[src/rtl/mpl_wb_collector.sv]
// mpl_wb_collector: queues pooled max-pool words, applies optional ReLU and
// writes them to the output SRAM at base_addr + pooled index, pulsing done
// once all four pooled positions of a tile have been written.
module mpl_wb_collector #(
   parameter int psum_bw = 16,
   parameter int col     = 8,
   parameter int depth   = 4,
   parameter int addr_bw = 4
) (
   input  logic                     clk,
   input  logic                     reset,
   input  logic                     start,
   input  logic [addr_bw-1:0]       base_addr,
   input  logic                     relu_en,
   input  logic                     mpl_valid,
   input  logic [1:0]               mpl_onij,
   input  logic [psum_bw*col-1:0]   mpl_out,
   input  logic                     wr_ready,
   output logic                     sram_cen,
   output logic                     sram_wen,
   output logic [addr_bw-1:0]       sram_addr,
   output logic [psum_bw*col-1:0]   sram_d,
   output logic                     busy,
   output logic                     done,
   output logic                     overflow,
   output logic                     order_err
);

   localparam int pw = $clog2(depth);
   localparam int dw = psum_bw * col;

   typedef enum logic [1:0] {IDLE, RUN, FLUSH, DONE} state_t;

   state_t               state, state_nxt;

   logic [1:0]           mem_onij [depth];
   logic [dw-1:0]        mem_data [depth];
   logic [pw-1:0]        head, tail;
   logic [pw:0]          count;
   logic [2:0]           push_cnt, wr_cnt;
   logic [1:0]           exp_idx;
   logic [addr_bw-1:0]   base_q;
   logic                 relu_q;
   logic                 active, full, empty, push, pop, drop;

   // Zero every signed lane whose sign bit is set when ReLU is enabled.
   function automatic logic [dw-1:0] apply_relu(input logic [dw-1:0] d, input logic en);
      logic [dw-1:0] r;
      r = d;
      if (en) begin
         for (int unsigned i = 0; i < col; i++) begin
            if (d[i*psum_bw + psum_bw - 1]) r[i*psum_bw +: psum_bw] = '0;
         end
      end
      return r;
   endfunction

   assign active = (state == RUN) || (state == FLUSH);
   assign full   = (count == (pw+1)'(depth));
   assign empty  = (count == '0);
   assign busy   = active;
   assign done   = (state == DONE);

   // Push/pop qualification; start suppresses both so the restart sees a clean FIFO.
   always_comb begin
      pop  = 1'b0;
      push = 1'b0;
      drop = 1'b0;
      if (!start) begin
         pop  = active && !empty && wr_ready;
         push = (state == RUN) && mpl_valid && (!full || pop);
         drop = (state == RUN) && mpl_valid && full && !pop;
      end
   end

   // Next-state decode: tile ends after four accepted pushes and four writes.
   always_comb begin
      state_nxt = state;
      case (state)
         IDLE:    state_nxt = IDLE;
         RUN:     if (push && (push_cnt == 3'd3)) state_nxt = FLUSH;
         FLUSH:   if (empty && (wr_cnt == 3'd4)) state_nxt = DONE;
         DONE:    state_nxt = IDLE;
         default: state_nxt = IDLE;
      endcase
      if (start) state_nxt = RUN;
   end

   // State register.
   always_ff @(posedge clk or posedge reset) begin
      if (reset) state <= IDLE;
      else       state <= state_nxt;
   end

   // FIFO storage; contents need no reset since occupancy gates every read.
   always_ff @(posedge clk) begin
      if (push) begin
         mem_onij[tail] <= mpl_onij;
         mem_data[tail] <= mpl_out;
      end
   end

   // FIFO pointers, tile counters, sampled tile config and sticky flags.
   always_ff @(posedge clk or posedge reset) begin
      if (reset) begin
         head      <= '0;
         tail      <= '0;
         count     <= '0;
         push_cnt  <= '0;
         wr_cnt    <= '0;
         exp_idx   <= '0;
         base_q    <= '0;
         relu_q    <= 1'b0;
         overflow  <= 1'b0;
         order_err <= 1'b0;
      end else if (start) begin
         head      <= '0;
         tail      <= '0;
         count     <= '0;
         push_cnt  <= '0;
         wr_cnt    <= '0;
         exp_idx   <= '0;
         base_q    <= base_addr;
         relu_q    <= relu_en;
         overflow  <= 1'b0;
         order_err <= 1'b0;
      end else begin
         if (push) begin
            tail     <= tail + 1'b1;
            push_cnt <= push_cnt + 3'd1;
            exp_idx  <= exp_idx + 2'd1;
            if (mpl_onij != exp_idx) order_err <= 1'b1;
         end
         if (pop) begin
            head   <= head + 1'b1;
            wr_cnt <= wr_cnt + 3'd1;
         end
         if (push && !pop)      count <= count + 1'b1;
         else if (pop && !push) count <= count - 1'b1;
         if (drop) overflow <= 1'b1;
      end
   end

   // Registered SRAM write port; address and data hold when no write is issued.
   always_ff @(posedge clk or posedge reset) begin
      if (reset) begin
         sram_cen  <= 1'b1;
         sram_wen  <= 1'b1;
         sram_addr <= '0;
         sram_d    <= '0;
      end else if (pop) begin
         sram_cen  <= 1'b0;
         sram_wen  <= 1'b0;
         sram_addr <= base_q + addr_bw'(mem_onij[head]);
         sram_d    <= apply_relu(mem_data[head], relu_q);
      end else begin
         sram_cen  <= 1'b1;
         sram_wen  <= 1'b1;
      end
   end

endmodule

[config.mk]
export PLATFORM = sky130hd
export DESIGN_NAME = mpl_wb_collector
export DESIGN_NICKNAME = d
export VERILOG_FILES = /design/src/rtl/mpl_wb_collector.sv
export SDC_FILE = /design/constraint.sdc
export NUM_CORES = 1
export LEC_CHECK = 0
export CORE_MARGIN = 2
export CORE_UTILIZATION = 40
export CTS_CLUSTER_SIZE = 30
export DETAILED_ROUTE_END_ITERATION = 6
export SYNTH_ARGS = -nofsm -noshare
export SYNTH_HDL_FRONTEND = slang
export SYNTH_SLANG_ARGS = --single-unit
[constraint.sdc]
create_clock -name clk -period 6.1 [get_ports clk]
set_input_delay 0.915 -clock clk [delete_from_list [all_inputs] [get_ports clk]]
set_output_delay 0.915 -clock clk [all_outputs]
set_load 0.01 [all_outputs]
# Word-level counts from Yosys, hierarchy flattened
# Memory sizes are Yosys's and may differ from the RTL's.
# Cells that the tools add are included.
# classes
addsub	8
n_reduce_logical	27
n_eq_ne	9
n_mux	37
# op_table
operator	n
$mux 128	1
$mux 15	8
$mux 3	7
$mux 2	9
$mux 1	11
$logic_and 1x1->1	10
$add 3x1->3 const B	3
$reduce_bool 2->1	4
$add 2x1->2 const B	3
$eq 3x3->1 const B	2
$ne 3x2->1 const B	2
$pmux 2 s3	1
$logic_not 1->1	5
$add 4x2->4	1
$eq 2x2->1 const B	2
$reduce_and 2->1	2
$eq 3x2->1 const B	1
$logic_not 3->1	1
$reduce_bool 3->1	1
$sub 3x1->3 const B	1
$eq 2x1->1 const B	1
$logic_not 2->1	1
$logic_or 1x1->1	2
$ne 2x2->1	1
$reduce_or 2->1	1
# totals
n_memories	2
mem_bits_rw	520
elab_cells	97
output_inout_bits	138
in_bits	140
regBits	157
# mem_list
name	words	width	read_ports	rd_clocked_by_memory_dff	wr	line	text
mem_data	4	128	1	0	1	37	logic [dw-1:0] mem_data [depth];
mem_onij	4	2	1	0	1	36	logic [1:0] mem_onij [depth];

# Depth between registers and ports, before layout
# depth
depth_word	12
depth_mapped	12
ltp_nobuf	11

# Worst setup path before layout
# No wires, ideal clock.
# synth_path
kind	input-to-reg
from	input port wr_ready
to	memory mem_data[0][0] in the netlist's numbering, enable pin
cell_stages	4
path_buffers	1
slack_ns	0.870
arrival_time_ns	4.724
t_required_ns	5.595
cell_sequence	nand2b_1 -> a31oi_1 -> buf_2 -> and3_1
# synth_via
elab_chain_cells	6
# synth_lines
element	line	text
start: declaration	18	input logic wr_ready,
$logic_and 1x1->1	70	pop = active && !empty && wr_ready;
$logic_or 1x1->1	71	push = (state == RUN) && mpl_valid && (!full || pop);
$logic_and 1x1->1	71	
$mux 1	69	if (!start) begin
$mux 1	97	if (push) begin
$mux 1 (implied by the code)	99	mem_data[tail] <= mpl_out;
end: declaration	37	
# Every way passes these cells.

# Worst setup path in the final report
# layout_path
from	register state[0]
to	memory mem_data[3][102] in the netlist's numbering, enable pin
# layout_via
elab_chain_cells	9
word_cells_on_any_way	11
classes_between	eq/ne: 2; mux: 3; reduce/logical: 6
# layout_lines
element	line	text
start: declaration	34	state_t state, state_nxt;
start signal: assignment	92	else state <= state_nxt;
$eq 2x1->1 or $eq 2x2->1 (tied branches)	58, 71	
$logic_or 1x1->1	58	assign active = (state == RUN) || (state == FLUSH);
$logic_and 1x1->1 (2 in a row)	70	
$logic_or 1x1->1	71	
$logic_and 1x1->1 (*)	71	
$mux 1 (*)	69	
$mux 1 (*)	97	
$mux 1 (implied by the code) (*)	99	
# Every way passes the cells marked *; elsewhere a longest branch is shown, timed or not.

==> metrics.csv <==
metric,value,unit
distinct cell type count of the synthesized netlist,45,
"flops & latches, synth",677,
"non-filler cells, final",2598,
Crit path top cell by count,buf_4,
Setup crit start kind,flip-flop,
"Cell Area, Synth",25500,µm²
port bufs,277,
Setup crit end kind,flip-flop,
Routed Antenna Nets,0,
crit-path max FO,50,
setup bufs post-CTS,0,
Total GRT Usage,0.173,
first-pass GRT wire length,85.3,mm
CTS-repair resized insts,0,
FMAX,319,MHz
register area,19600,µm²
"Max stage delay cell, worst path",and3_4,
Post-Syn Nets,1543,
Syn. warnings,0,
Main synth FF type,edfxtp_1,
CTS max path bufs,3,
via count,12900,
H-tree lvl count,3,
CTS tree,done,
die height,256,µm
DPL Wire Length,34.3,mm
Setup Skew,0.0175,ns
Hold Path Class,reg2reg,
critical path class,reg2reg,
Cells after Synth,1387,
final worst setup slack,2.97,ns
hold buffer count at cts,0,
global route overflow,0,
multi-input logic area,5080,µm²
initial antenna violation count,6,
"EDFF count, synth",520,
Critical Path RT,6.37,ns
Clock transition at path regs,0.06,ns
relative slew slack,0.419,
Area contributors post-synth,"edfxtp_1 61%, dfrtp_1 15%, mux4_2 11%, inv_1 2.0%, nand2_1 1.9%",
num ports,278,
Iter 0 DRT Violations,922,
final setup fails,0,
routability congestion estimate,0.777,
clk_lat worst skew,0.60,ns
RSZ-0062 raised after global routing,no,
DRC violations left,0,
Power Density,421,nW/µm²
P_leak,11.3,nW
layout cells sized above 1,0.160,
status,completed,
chip width,256,µm
initial core utilization,0.405,
"worst slack, placed",2.39,ns
Mapped Avg Cell Area,18.4,µm²
placed insts,2467,
Root Buffer,clkbuf_16,
number of global-route vias before repair,13600,
total CTS buffers,71,
sequential fraction of the synthesis area,0.767,
async set or reset register ratio after synthesis,0.232,
max incr delay on CP,0.76,ns
Placeable Area,63000,µm²
Total Nets Final,1850,
Via density,4.98,
final hold violations,0,
drt wl/cell,21.4,µm
Worst Tran Pin Value,0.872,ns
CP arrival,3.40,ns
pins over their slew limit,0,
num rows,92,
Final period util,0.513,
setup_tns,0,ns
Yosys top cell by area,edfxtp_1,
CTS sink count,677,
top-area cell type share of the netlist area,0.613,
maximum VDD drop,0.000213,V
clock period minus worst slack,3.13,ns
worst-path cell chain,"inv_1, ha_1, nand2b_1, a31oi_1, buf_4, and3_4, buf_4",
minimum hold slack,0.477,ns
area delta synth->final,23.7,%
Detailed Routing Iterations Pass 1,5,
DRT Wirelength,55.7,mm
largest net degree at the start of global routing,106,
Fill cells,5169,
max cap viols,0,
full die area,65700,µm²
[layout make-up]
class,count,share of cell area
diodes,2,0.000159
flip-flops and latches,677,0.620
clock inverters,23,0.00619
clock buffers,106,0.0671
inverters,136,0.0164
repair buffers,299,0.0952
well taps,846,0.0336
multi-input cells,509,0.161
[layer usage]
metal  part of all wire  vias to the layer above  global-route usage  wire length, µm
li1                   -                     5829                   -                -
met1               0.45                     6751               0.240            24800
met2               0.49                      279               0.276            27200
met3              0.051                       62              0.0381             2820
met4              0.015                        6              0.0512              859
met5            0.00077                        -                   0               43
[metrics by stage]
step	power [mW]	instance area, µm²	utilization
finish	13.3	31500	0.501
global route	13.9	31500	0.501
CTS	13.5	31500	0.501
detailed placement	9.17	29200	0.464
global placement	9.11	29200	0.464
floorplan	7.71	25500	-
[report_power, final]
| group | total (mW) | switching (mW) | internal [mW] |
|---|---|---|---|
| clock network | 4.25 | 1.72 | 2.53 |
| logic | 2.95 | 1.46 | 1.50 |
| registers | 6.06 | 0.387 | 5.67 |
[worst paths after layout]
check                      startpoint          endpoint  slack [ns]  cells past startpoint
max in group asynchronous       reset        sram_d[55]        3.97                      3
hold / removal             sram_d[86]        sram_d[86]        0.48                      2
setup reg to reg             state[0]  mem_data[3][102]        2.97                      7
min in group asynchronous       reset          count[0]        0.87                      2
setup / recovery             state[0]  mem_data[3][102]        2.97                      7
hold reg to reg            sram_d[86]        sram_d[86]        0.48                      2
[layout by cell type, fill, tap and decap left out, drive strengths merged, types with 2 or more instances in the layout]
master         count
edfxtp           520
diode              2
bufinv             3
nor2b              3
clkinv            15
a21oi              6
nor2              26
a211oi             2
xnor2              8
nand3              7
mux4             129
inv              139
xor2               4
dfrtp            156
o31ai             17
nor3               5
ha                14
a21o               7
clkdlybuf4s50    277
clkbuf           106
clkinvlp           2
mux2i              6
buf               22
fa                 2
a22o               7
mux2               7
nand2            130
and3               4
o21ai            111
[cells in the mapped netlist, types with 2 or more instances]
cell type    n
ha_1        14
a211oi_1     2
xor2_1       4
nand3_1      6
mux2_2       7
buf_6        4
buf_2       34
o21ai_1     16
nor3_1       5
nor2_1      26
edfxtp_1   520
o21ai_2     10
nand2_1    130
inv_1      136
and3_1       4
a21oi_1      6
fa_1         2
o21ai_0     85
a22o_1       7
buf_4       13
dfrtp_1    156
mux2i_1      6
nor2b_1      3
xnor2_1      8
mux4_2     129
o31ai_1     17
a21o_1       7
clkbuf_1    13
[worst max-delay path: cells and delay by family, from the launching register on]
kind | cells | cell delay, ns
compound gates | 1 | 0.22
fa+ha+maj | 1 | 0.34
buf+inv | 3 | 0.76
flops | 1 | 0.40
simple gates | 2 | 1.03
[sequential cells by signal, summed over array words and instances (netlist names), 2 cells and up]
| register | count |
|---|---|
| count | 3 |
| state | 2 |
| sram_addr | 4 |
| mem_onij | 8 |
| tail | 2 |
| head | 2 |
| base_q | 4 |
| push_cnt | 3 |
| wr_cnt | 3 |
| mem_data | 512 |
| sram_d | 128 |
| exp_idx | 2 |
[cell families after synthesis]
family | after synthesis | synth area share
compound gates | 159 | 0.0374
xor+xnor | 12 | 0.00413
fa+ha+maj | 16 | 0.00845
buf+inv | 201 | 0.0344
flops | 677 | 0.767
mux | 142 | 0.120
simple gates | 180 | 0.0288
Note: power is estimated with default switching activity, not from simulation.
